### src/rtl/lj16_pkg.sv
// Shared widths, the stereo sample-pair type and lrck polarity for the LJ16 serializer.
package lj16_pkg;

  localparam int WORD_BITS       = 16;
  localparam int FRAME_BITS      = 32;
  localparam int HALF_FRAME_BITS = 16;
  localparam logic LRCK_LEFT     = 1'b0;

  typedef struct packed {
    logic signed [WORD_BITS-1:0] l;
    logic signed [WORD_BITS-1:0] r;
  } pair_t;

  typedef logic [FRAME_BITS-1:0] frame_t;

  // Left channel occupies the upper half so it is shifted out first.
  function automatic frame_t pair_to_frame(input pair_t p);
    return {p.l, p.r};
  endfunction

endpackage

### src/rtl/lj16_pair_fifo.sv
// Synchronous FIFO of stereo sample pairs; show-ahead read, push ignored when full,
// pop ignored when empty.
module lj16_pair_fifo
  import lj16_pkg::*;
#(
  parameter int FIFO_DEPTH = 2
) (
  input  logic  clk,
  input  logic  rst,
  input  logic  push,
  input  pair_t wr_data,
  input  logic  pop,
  output pair_t rd_data,
  output logic  full,
  output logic  empty
);

  localparam int PTR_W = (FIFO_DEPTH > 1) ? $clog2(FIFO_DEPTH) : 1;
  localparam int CNT_W = PTR_W + 1;

  pair_t            mem_q [FIFO_DEPTH];
  logic [PTR_W-1:0] wr_ptr_q, wr_ptr_d;
  logic [PTR_W-1:0] rd_ptr_q, rd_ptr_d;
  logic [CNT_W-1:0] count_q, count_d;
  logic             do_push, do_pop;

  assign full    = (count_q == CNT_W'(FIFO_DEPTH));
  assign empty   = (count_q == '0);
  assign rd_data = mem_q[rd_ptr_q];

  always_comb begin
    do_push  = push && !full;
    do_pop   = pop && !empty;
    wr_ptr_d = do_push ? wr_ptr_q + 1'b1 : wr_ptr_q;
    rd_ptr_d = do_pop ? rd_ptr_q + 1'b1 : rd_ptr_q;
    count_d  = count_q;
    if (do_push && !do_pop) begin
      count_d = count_q + 1'b1;
    end else if (!do_push && do_pop) begin
      count_d = count_q - 1'b1;
    end
  end

  always_ff @(posedge clk) begin
    if (rst) begin
      wr_ptr_q <= '0;
      rd_ptr_q <= '0;
      count_q  <= '0;
    end else begin
      wr_ptr_q <= wr_ptr_d;
      rd_ptr_q <= rd_ptr_d;
      count_q  <= count_d;
    end
  end

  // Storage holds data only; flushing is done by the pointer/count reset.
  always_ff @(posedge clk) begin
    if (do_push) begin
      mem_q[wr_ptr_q] <= wr_data;
    end
  end

endmodule

### src/rtl/lj16_serializer.sv
// Parallel stereo samples in, bck/lrck/left-justified 16-bit serial data out.
// Define LJ16_UNDERRUN_HOLD_EN to repeat the last pair on underrun instead of silence.
module lj16_serializer
  import lj16_pkg::*;
#(
  parameter int BCK_DIV    = 4,
  parameter int FIFO_DEPTH = 2
) (
  input  logic        mclk,
  input  logic        rst,
  input  logic [15:0] in_l,
  input  logic [15:0] in_r,
  input  logic        in_valid,
  output logic        in_ready,
  output logic        bck,
  output logic        lrck,
  output logic        sdata,
  output logic        frame_start,
  output logic        underrun,
  input  logic        underrun_clr
);

  localparam int DIV_W = $clog2(BCK_DIV);
  localparam int BIT_W = $clog2(FRAME_BITS);

  logic [DIV_W-1:0] div_cnt_q, div_cnt_d;
  logic [BIT_W-1:0] bit_cnt_q, bit_cnt_d;
  logic             bck_q, bck_d;
  logic             lrck_q, lrck_d;
  logic             sdata_q, sdata_d;
  logic             frame_start_q, frame_start_d;
  logic             underrun_q, underrun_d;
  frame_t           shift_q, shift_d;
  frame_t           frame_word, underrun_word;
  logic             div_last, bit_tick, load;
  pair_t            in_pair, fifo_rd;
  logic             fifo_full, fifo_empty, fifo_push;
`ifdef LJ16_UNDERRUN_HOLD_EN
  frame_t           hold_q, hold_d;
`endif

  assign in_ready    = !fifo_full;
  assign fifo_push   = in_valid && in_ready;
  assign bck         = bck_q;
  assign lrck        = lrck_q;
  assign sdata       = sdata_q;
  assign frame_start = frame_start_q;
  assign underrun    = underrun_q;

  always_comb begin
    in_pair.l = in_l;
    in_pair.r = in_r;
  end

  lj16_pair_fifo #(
    .FIFO_DEPTH(FIFO_DEPTH)
  ) u_fifo (
    .clk    (mclk),
    .rst    (rst),
    .push   (fifo_push),
    .wr_data(in_pair),
    .pop    (load),
    .rd_data(fifo_rd),
    .full   (fifo_full),
    .empty  (fifo_empty)
  );

  always_comb begin
    div_last      = (div_cnt_q == DIV_W'(BCK_DIV - 1));
    bit_tick      = (div_cnt_q == '0);
    load          = bit_tick && (bit_cnt_q == '0);
    div_cnt_d     = div_last ? '0 : div_cnt_q + 1'b1;
    bit_cnt_d     = div_last ? bit_cnt_q + 1'b1 : bit_cnt_q;
    // bck falls on the same mclk edge that updates lrck/sdata.
    bck_d         = (div_cnt_q >= DIV_W'(BCK_DIV / 2));
    frame_start_d = load;
    underrun_d    = (load && fifo_empty) || (underrun_q && !underrun_clr);
`ifdef LJ16_UNDERRUN_HOLD_EN
    underrun_word = hold_q;
    hold_d        = (load && !fifo_empty) ? pair_to_frame(fifo_rd) : hold_q;
`else
    underrun_word = '0;
`endif
    frame_word    = fifo_empty ? underrun_word : pair_to_frame(fifo_rd);
    lrck_d        = lrck_q;
    sdata_d       = sdata_q;
    shift_d       = shift_q;
    if (bit_tick) begin
      lrck_d = (bit_cnt_q < BIT_W'(HALF_FRAME_BITS)) ? LRCK_LEFT : !LRCK_LEFT;
      // MSB goes straight to sdata so it lines up with the lrck edge.
      if (load) begin
        {sdata_d, shift_d} = {frame_word, 1'b0};
      end else begin
        {sdata_d, shift_d} = {shift_q, 1'b0};
      end
    end
  end

  always_ff @(posedge mclk) begin
    if (rst) begin
      div_cnt_q     <= '0;
      bit_cnt_q     <= '0;
      bck_q         <= 1'b0;
      lrck_q        <= LRCK_LEFT;
      sdata_q       <= 1'b0;
      frame_start_q <= 1'b0;
      underrun_q    <= 1'b0;
    end else begin
      div_cnt_q     <= div_cnt_d;
      bit_cnt_q     <= bit_cnt_d;
      bck_q         <= bck_d;
      lrck_q        <= lrck_d;
      sdata_q       <= sdata_d;
      frame_start_q <= frame_start_d;
      underrun_q    <= underrun_d;
    end
  end

  // Always reloaded at the first frame after reset, so no reset is needed.
  always_ff @(posedge mclk) begin
    shift_q <= shift_d;
  end

`ifdef LJ16_UNDERRUN_HOLD_EN
  always_ff @(posedge mclk) begin
    if (rst) begin
      hold_q <= '0;
    end else begin
      hold_q <= hold_d;
    end
  end
`endif

endmodule
### config.mk
export PLATFORM = sky130hd
export DESIGN_NAME = lj16_serializer
export DESIGN_NICKNAME = d
export VERILOG_FILES = /design/src/rtl/lj16_pkg.sv /design/src/rtl/lj16_pair_fifo.sv /design/src/rtl/lj16_serializer.sv
export SDC_FILE = /design/constraint.sdc
export NUM_CORES = 1
export LEC_CHECK = 0
export CAP_MARGIN = 15
export CORE_UTILIZATION = 57
export DETAILED_ROUTE_END_ITERATION = 8
export GPL_TIMING_DRIVEN = 0
export PLACE_DENSITY = 0.9
export RECOVER_POWER = 100
export SLEW_MARGIN = 20
export SYNTH_ARGS = -nofsm -noshare
export SYNTH_HDL_FRONTEND = slang
export SYNTH_SLANG_ARGS = --single-unit
### constraint.sdc
create_clock -name mclk -period 3.3 [get_ports mclk]
set_input_delay 0.66 -clock mclk [delete_from_list [all_inputs] [get_ports mclk]]
set_output_delay 0.66 -clock mclk [all_outputs]
set_load 0.05 [all_outputs]
Yosys cells after proc, flatten, opt, wreduce, memory -nomap -nowiden
Memories as Yosys holds them, arrays and structs flattened. A register that Yosys moved wholly into a read port is not among the register bits.
Index checks and enable logic that the tools add are counted.
{"block": "word_totals", "regBits": 48, "latchBits": 0, "ramBits": 64, "mem_bits_ro": 0, "word_cells": 51, "n_memories": 1}
{"name": "u_fifo.mem_q", "depth": 2, "width": 32, "rd": 1, "rd_ports_with_merged_regs": 1, "write_ports": 1, "line_no": "lj16_pair_fifo.sv:21", "text": "pair_t mem_q [FIFO_DEPTH];"}
{"block": "classes", "n_addsub": 6, "multipliers": 0, "div": 0, "magnitude_cmp": 2, "n_eq_ne": 2, "n_shift": 0, "n_mux": 10, "n_bitwise": 0, "n_reduce_logical": 19}
{"op": "32-bit 2-to-1 mux", "count": 2}
{"op": "1-bit logical AND", "count": 8}
{"op": "1-bit 2-to-1 mux", "count": 6}
{"op": "5-bit by 1-bit adder with 5-bit output (second input constant)", "count": 1}
{"op": "1-bit zero test", "count": 5}
{"op": "5-bit zero test", "count": 1}
{"op": "5-bit less-than comparator (second input constant)", "count": 1}
{"op": "2-bit by 1-bit adder with 2-bit output (second input constant)", "count": 2}
{"op": "2-bit == test (second input constant)", "count": 2}
{"op": "2-bit zero test", "count": 2}
{"op": "2-bit 2-to-1 mux", "count": 2}
{"op": "1-bit adder (second input constant)", "count": 2}
{"op": "2-bit greater-or-equal comparator (second input constant)", "count": 1}
{"op": "2-bit nonzero test", "count": 1}
{"op": "2-bit OR reduction", "count": 1}
{"op": "2-bit by 1-bit subtractor with 2-bit output (second input constant)", "count": 1}
{"op": "1-bit logical OR", "count": 1}

Logic depth before layout (Yosys ltp)
{"block": "logic_depth", "depth_word": 8, "depth_mapped": 8}

Hierarchy
Synthesis repeated with hierarchy kept, for this count alone.
{"block": "unflattened", "cells_unflattened": 281, "area_unflattened_um2": 4740.8}
{"module": "lj16_pair_fifo", "n_inst": 1, "cells_per_inst": 125, "area_each_um2": 2526.2, "seq_area_each_um2": 2021.9}
{"module": "lj16_serializer", "n_inst": 1, "cells_per_inst": 156, "area_each_um2": 2214.6, "seq_area_each_um2": 1171.1}

Worst setup path after synthesis
Ideal clock, no wire load.
{"block": "synth_path", "path_type": "register to register", "start": "reg div_cnt_q[0]", "end": "reg u_fifo.count_q[1]", "setup_time_ns": 0.071, "t_arrival_ns": 2.674, "t_required_ns": 3.229, "path_slack_ns": 0.556, "stages_incl_launch_ff": 8, "period_less_slack_ns": 2.744, "path_cell_list": "dfxtp_1 inv_1 ha_1 o21ai_0 or2_2 ha_1 or3_1 a21oi_1"}
{"block": "synth_via", "elab_chain_len": 6, "elab_cells_between_ends": 8, "classes_between": "1 x mux; 7 x reduce/logical"}
{"item": "start, declared", "line_no": "lj16_serializer.sv:26", "text": "logic [DIV_W-1:0] div_cnt_q, div_cnt_d;"}
{"item": "start signal, assigned", "line_no": "lj16_serializer.sv:109", "text": "div_cnt_q <= div_cnt_d;"}
{"item": "2-bit zero test *", "line_no": "lj16_serializer.sv:70", "text": "bit_tick = (div_cnt_q == '0);"}
{"item": "1-bit logical AND *", "line_no": "lj16_serializer.sv:71", "text": "load = bit_tick && (bit_cnt_q == '0);"}
{"item": "1-bit logical AND *", "line_no": "lj16_pair_fifo.sv:33", "text": "do_pop = pop && !empty;"}
{"item": "1-bit zero test", "line_no": "lj16_pair_fifo.sv:37", "text": "if (do_push && !do_pop) begin"}
{"item": "1-bit logical AND", "line_no": "lj16_pair_fifo.sv:37"}
{"item": "2-bit 2-to-1 mux or 2-bit nonzero test (tied branches)"}
{"item": "end signal, assigned", "line_no": "lj16_pair_fifo.sv:52", "text": "count_q <= count_d;"}
{"item": "end, declared", "line_no": "lj16_pair_fifo.sv:24", "text": "logic [CNT_W-1:0] count_q, count_d;"}
Every way passes the cells marked *; elsewhere a longest branch is shown, timed or not.
A chain may end at the register's enable or synchronous reset.

Final worst setup path
Same ends and word-level chain as after synthesis.

==> results <==
- The run finished with clean final reports.
- Internal power comes to 2.60 mW.
- The number of detailed-routing iterations run before antenna repair is 4.
- The worst path needs 2790 ps of the cycle, external delays included.
- The number of buffers inserted to repair setup after CTS is 0.
- The initial antenna violation count is 0.
- Once layout is complete, the cells apart from fillers number 440.
- In this run the critical register-to-register path is launched from div_cnt_q[0].
- The number of cells on the worst reg-to-reg path is 8.
- Once the clock tree was built, the resizer swapped 0 gates to a different size.
- The distinct cell type count after synthesis is 35.
- The leakage power is 1.86 nW.
- The post-cts hold buffer count is 0.
- The first global-routing pass estimated 11.5 mm of wire.
- In this run the worst path has a maximum fanout of 20.
- Setup violations remaining at the end of the flow were counted as 0.
- The number of max-cap violations is 0.
- In this run the worst setup path begins at div_cnt_q[0].
- The number of remaining DRC errors is 0.
- Setup repair after global routing left no endpoint under its margin.
- The total congestion overflow is 0.
- The worst min-delay path class is reg2reg.
- The effective utilization at floorplan is 59.0%.
- The critical path's slowest cell is ha_1.
- The floorplan die width is 91.6 um.
- Registers are responsible for 54.7% of the overall power.
- Counting along the longest clock path gives a buffer depth of 2.
- The synthesized netlist devotes 1.64% of its cell area to compound gates.
- The setup slack on the worst flop-to-flop path is 510 ps.
- The critical path runs through a total of 8 cells.
- The residual antenna-violating net count after detailed routing is 0.
- The total detailed-routing wirelength is 7.02 mm.
- The largest clock skew in the final design is 11.0 ps.
- The largest incremental delay on the critical path is 760 ps.
- In the routed layout, each cell is associated on average with a via count of 5.30.
- The type of the setup path with the least slack is reg2reg.
- In this run the worst setup path terminates at u_fifo.count_q[1].
- The post-synthesis mux area share is 17.0%.
- The number of inserted diodes is 0.
- After routing, the total negative slack on setup checks comes to 0 ps.
- The total buffers and inverters traversed by the critical path is 2.
- Entering global routing, the biggest net connects 33 pins.
- The worst hold-check slack is 478 ps.
- The power share of the clock group is 20.8%.
- In this design, the critical path's most frequently occurring cell is ha_1.
- The tree is rooted in a clkbuf_8.
- The arrival time at the worst endpoint is 3090 ps.
- Clock tree synthesis inserted a total of 9 buffers.
- A synthesized cell averages 16.4 um2.
- The reg-to-reg endpoint is u_fifo.count_q[1].
- The analysis attributes to net switching a power of 1.07 mW.
- When the netlist entered floorplanning its net count stood at 321.
- Counting tap cells, the placed design contains a total of 424 instances.
- The placed wire-length estimate is 4.72 mm.
- The count of port buffers added during placement is 41.
- The fraction of power spent switching nets is 29.2%.
- The proportion of synthesized chip area in sequential cells is 69.7%.
- The vertical die dimension is 91.6 um.
- In the layout the commonest cells are 95 x edfxtp_1, 43 x nor2_1, 40 x dlygate4sd3_1.
- Pin placement for this block handled 42 I/O pins.
- The fraction of the cycle the final worst path needs is 84.4%.
- The routed length per instance is 16.0 um.
- Traced cell by cell, the critical path runs through inv_1 > ha_1 > buf_16 > o21ai_0 > or2_2 > ha_1 > or3_1 > a21oi_1.
- The final core area utilization is 67.3%.
- After synthesis, the largest family of logic cells by area is multiplexers.
- At the pin with the least slew margin, the transition time is 1300 ps.
- TritonCTS built the clock tree.
- Relative to the synthesized area, the layout overhead comes to 14.1%.
- The synthesized area is 4580 um2.
- The via total after detailed routing is 2,330.
- The post-synthesis cell count is 279.
- The detailed router's first-iteration violation count is 76.
- The congestion estimate from routability-driven global placement came to 0.708.
- The overall track demand over capacity in global routing is 18.3%.
- After clock tree synthesis, the clock-pin slew on the worst setup and hold paths is 100 ps.
- The library cell used most frequently in the layout, excluding fill and tap cells, is edfxtp_1.
- The clock network latency to the later pin of the worst-skew pair is 370 ps.
- The initialized floorplan defines 32 standard-cell rows.
- CTS saw 112 sinks.
- Of the cells placed in the final design, the portion with a size suffix greater than 1 is 8.88%.
- The fraction of the mapped netlist area in adder cells is 1.64%.
- The data required time of the critical path is 3610 ps.
- The number of global-route vias before repair is 2,328.
- The total count of hold-check failures in the final report is 0.
- The family with the most delay on the worst path is adder cells.
- The count of yosys warnings during synthesis is 0.
- Synthesis inferred 112 register bits.
- The synthesized netlist devotes 1.15% of its cell area to XOR and XNOR gates.
- The final-report max-slew violation count is 0.
- The core region is 7770 um2.
- Measured against its own limit, the worst slew margin works out to 13.2%.
- The startpoint class of the critical path is a flip-flop.
- The die covers 8400 um2.
- The area fraction in and, or, nand and nor cells after synthesis is 6.04%.
- The top achievable clock speed is 359 MHz.
- The number of nets in the layout is 375.
- Power spread over the standard cell area amounts to 702 nW/um2.
- The clock tree synthesis step divided the H-tree into 3 levels.
- The combinational share of power is 24.5%.
- VDD sags by at most 0.357 mV.
- The nature of the critical path endpoint is a flip-flop.
-- metrics by stage --
step | cell area, um2 | power, mW | setup WS (ps)
3_3_place_gp | 5120 | 3.04 | 73.1
6_report | 5230 | 3.67 | 514
3_5_place_dp | 5180 | 3.12 | 773
5_1_grt | 5230 | 3.84 | 353
4_1_cts | 5360 | 3.87 | 740
2_1_floorplan | 4580 | 2.82 | 556
-- worst min-delay path by stage --
stage          depth (start not counted)    startpoint            to  slack (ps)
4_1_cts                                1  div_cnt_q[0]  div_cnt_q[0]         480
5_1_grt                                1  div_cnt_q[0]  div_cnt_q[0]         520
6_report                               1  div_cnt_q[0]  div_cnt_q[0]         480
2_1_floorplan                          1  div_cnt_q[0]  div_cnt_q[0]         430
3_3_place_gp                           1  div_cnt_q[0]  div_cnt_q[0]         440
3_5_place_dp                           1  div_cnt_q[0]  div_cnt_q[0]         460
-- metal layers --
layer  up-vias  wire (um)  track usage (%)
met5         -          0                0
met3        11        238             3.15
met4         0        114             7.54
li1       1132          -                -
met1      1140       3120             24.0
met2        47       3550             30.3
-- cells by family (layout without fill, tap and decap cells) --
group                      after synthesis  after routing
AOI/OAI and AO/OA                       11             11
xor gates and xnor gates                 6              6
adders and majority gates                6              6
buffers and inverters                   20             79
DFF                                    112            112
muxes                                   64             64
and+or+nand+nor                         60             60
-- state kept, by name, summed over array words and instances (netlist names), named ones only --
| register | count |
|---|---|
| bck | 1 |
| bit_cnt_q | 5 |
| div_cnt_q | 2 |
| frame_start | 1 |
| lrck | 1 |
| sdata | 1 |
| shift_q | 31 |
| u_fifo.count_q | 2 |
| u_fifo.mem_q | 64 |
| u_fifo.rd_ptr_q | 1 |
| u_fifo.wr_ptr_q | 1 |
| underrun | 1 |
-- cells in the mapped netlist --
| library cell | count | area [um2] |
|---|---|---|
| dfxtp_1 | 17 | 340 |
| and2_1 | 1 | 6.26 |
| buf_6 | 1 | 11.3 |
| nor2_1 | 43 | 161 |
| xnor2_1 | 1 | 8.76 |
| or3b_2 | 1 | 8.76 |
| buf_8 | 1 | 15.0 |
| or3_1 | 3 | 18.8 |
| and3_1 | 1 | 6.26 |
| nor3_1 | 1 | 5.00 |
| o41ai_2 | 1 | 16.3 |
| clkbuf_1 | 6 | 22.5 |
| nor2b_1 | 1 | 6.26 |
| edfxtp_1 | 95 | 2850 |
| a21bo_2 | 1 | 10.0 |
| buf_2 | 1 | 5.00 |
| nand3b_1 | 1 | 7.51 |
| inv_1 | 6 | 22.5 |
| or2_1 | 1 | 6.26 |
| buf_1 | 3 | 11.3 |
| nand4_1 | 2 | 12.5 |
| xor2_1 | 5 | 43.8 |
| mux2_4 | 27 | 405 |
| ha_1 | 6 | 75.1 |
| o21ai_0 | 4 | 20.0 |
| nand2b_1 | 1 | 6.26 |
| mux2i_1 | 34 | 340 |
| buf_12 | 2 | 40.0 |
| nand2_1 | 1 | 3.75 |
| nor3b_1 | 1 | 7.51 |
| or2_2 | 1 | 6.26 |
| a21oi_1 | 4 | 20.0 |
| or4b_4 | 1 | 13.8 |
| mux2_2 | 3 | 33.8 |
| a32oi_1 | 1 | 8.76 |
-- power groups by stage --
| stage | clock network [mW] | registers (mW) | logic [mW] |
|---|---|---|---|
| 4_1_cts | 0.773 | 2.01 | 1.09 |
| 3_5_place_dp | 0 | 2.04 | 1.08 |
| 5_1_grt | 0.824 | 2.03 | 0.988 |
| 3_3_place_gp | 0 | 2.03 | 1.01 |
| 2_1_floorplan | 0 | 2.04 | 0.782 |
| 6_report | 0.764 | 2.01 | 0.900 |
-- area by class of cell --
cell class	count	area, um2
Inverter	6	22.5
Multi-Input combinational cell	147	1160
Clock buffer	9	124
Tap cell	102	128
Fill cell	548	2540
Buffer	14	97.6
Clock inverter	7	61.3
Timing Repair Buffer	43	442
Sequential cell	112	3190
No activity file was read; power rests on OpenSTA's default activity.
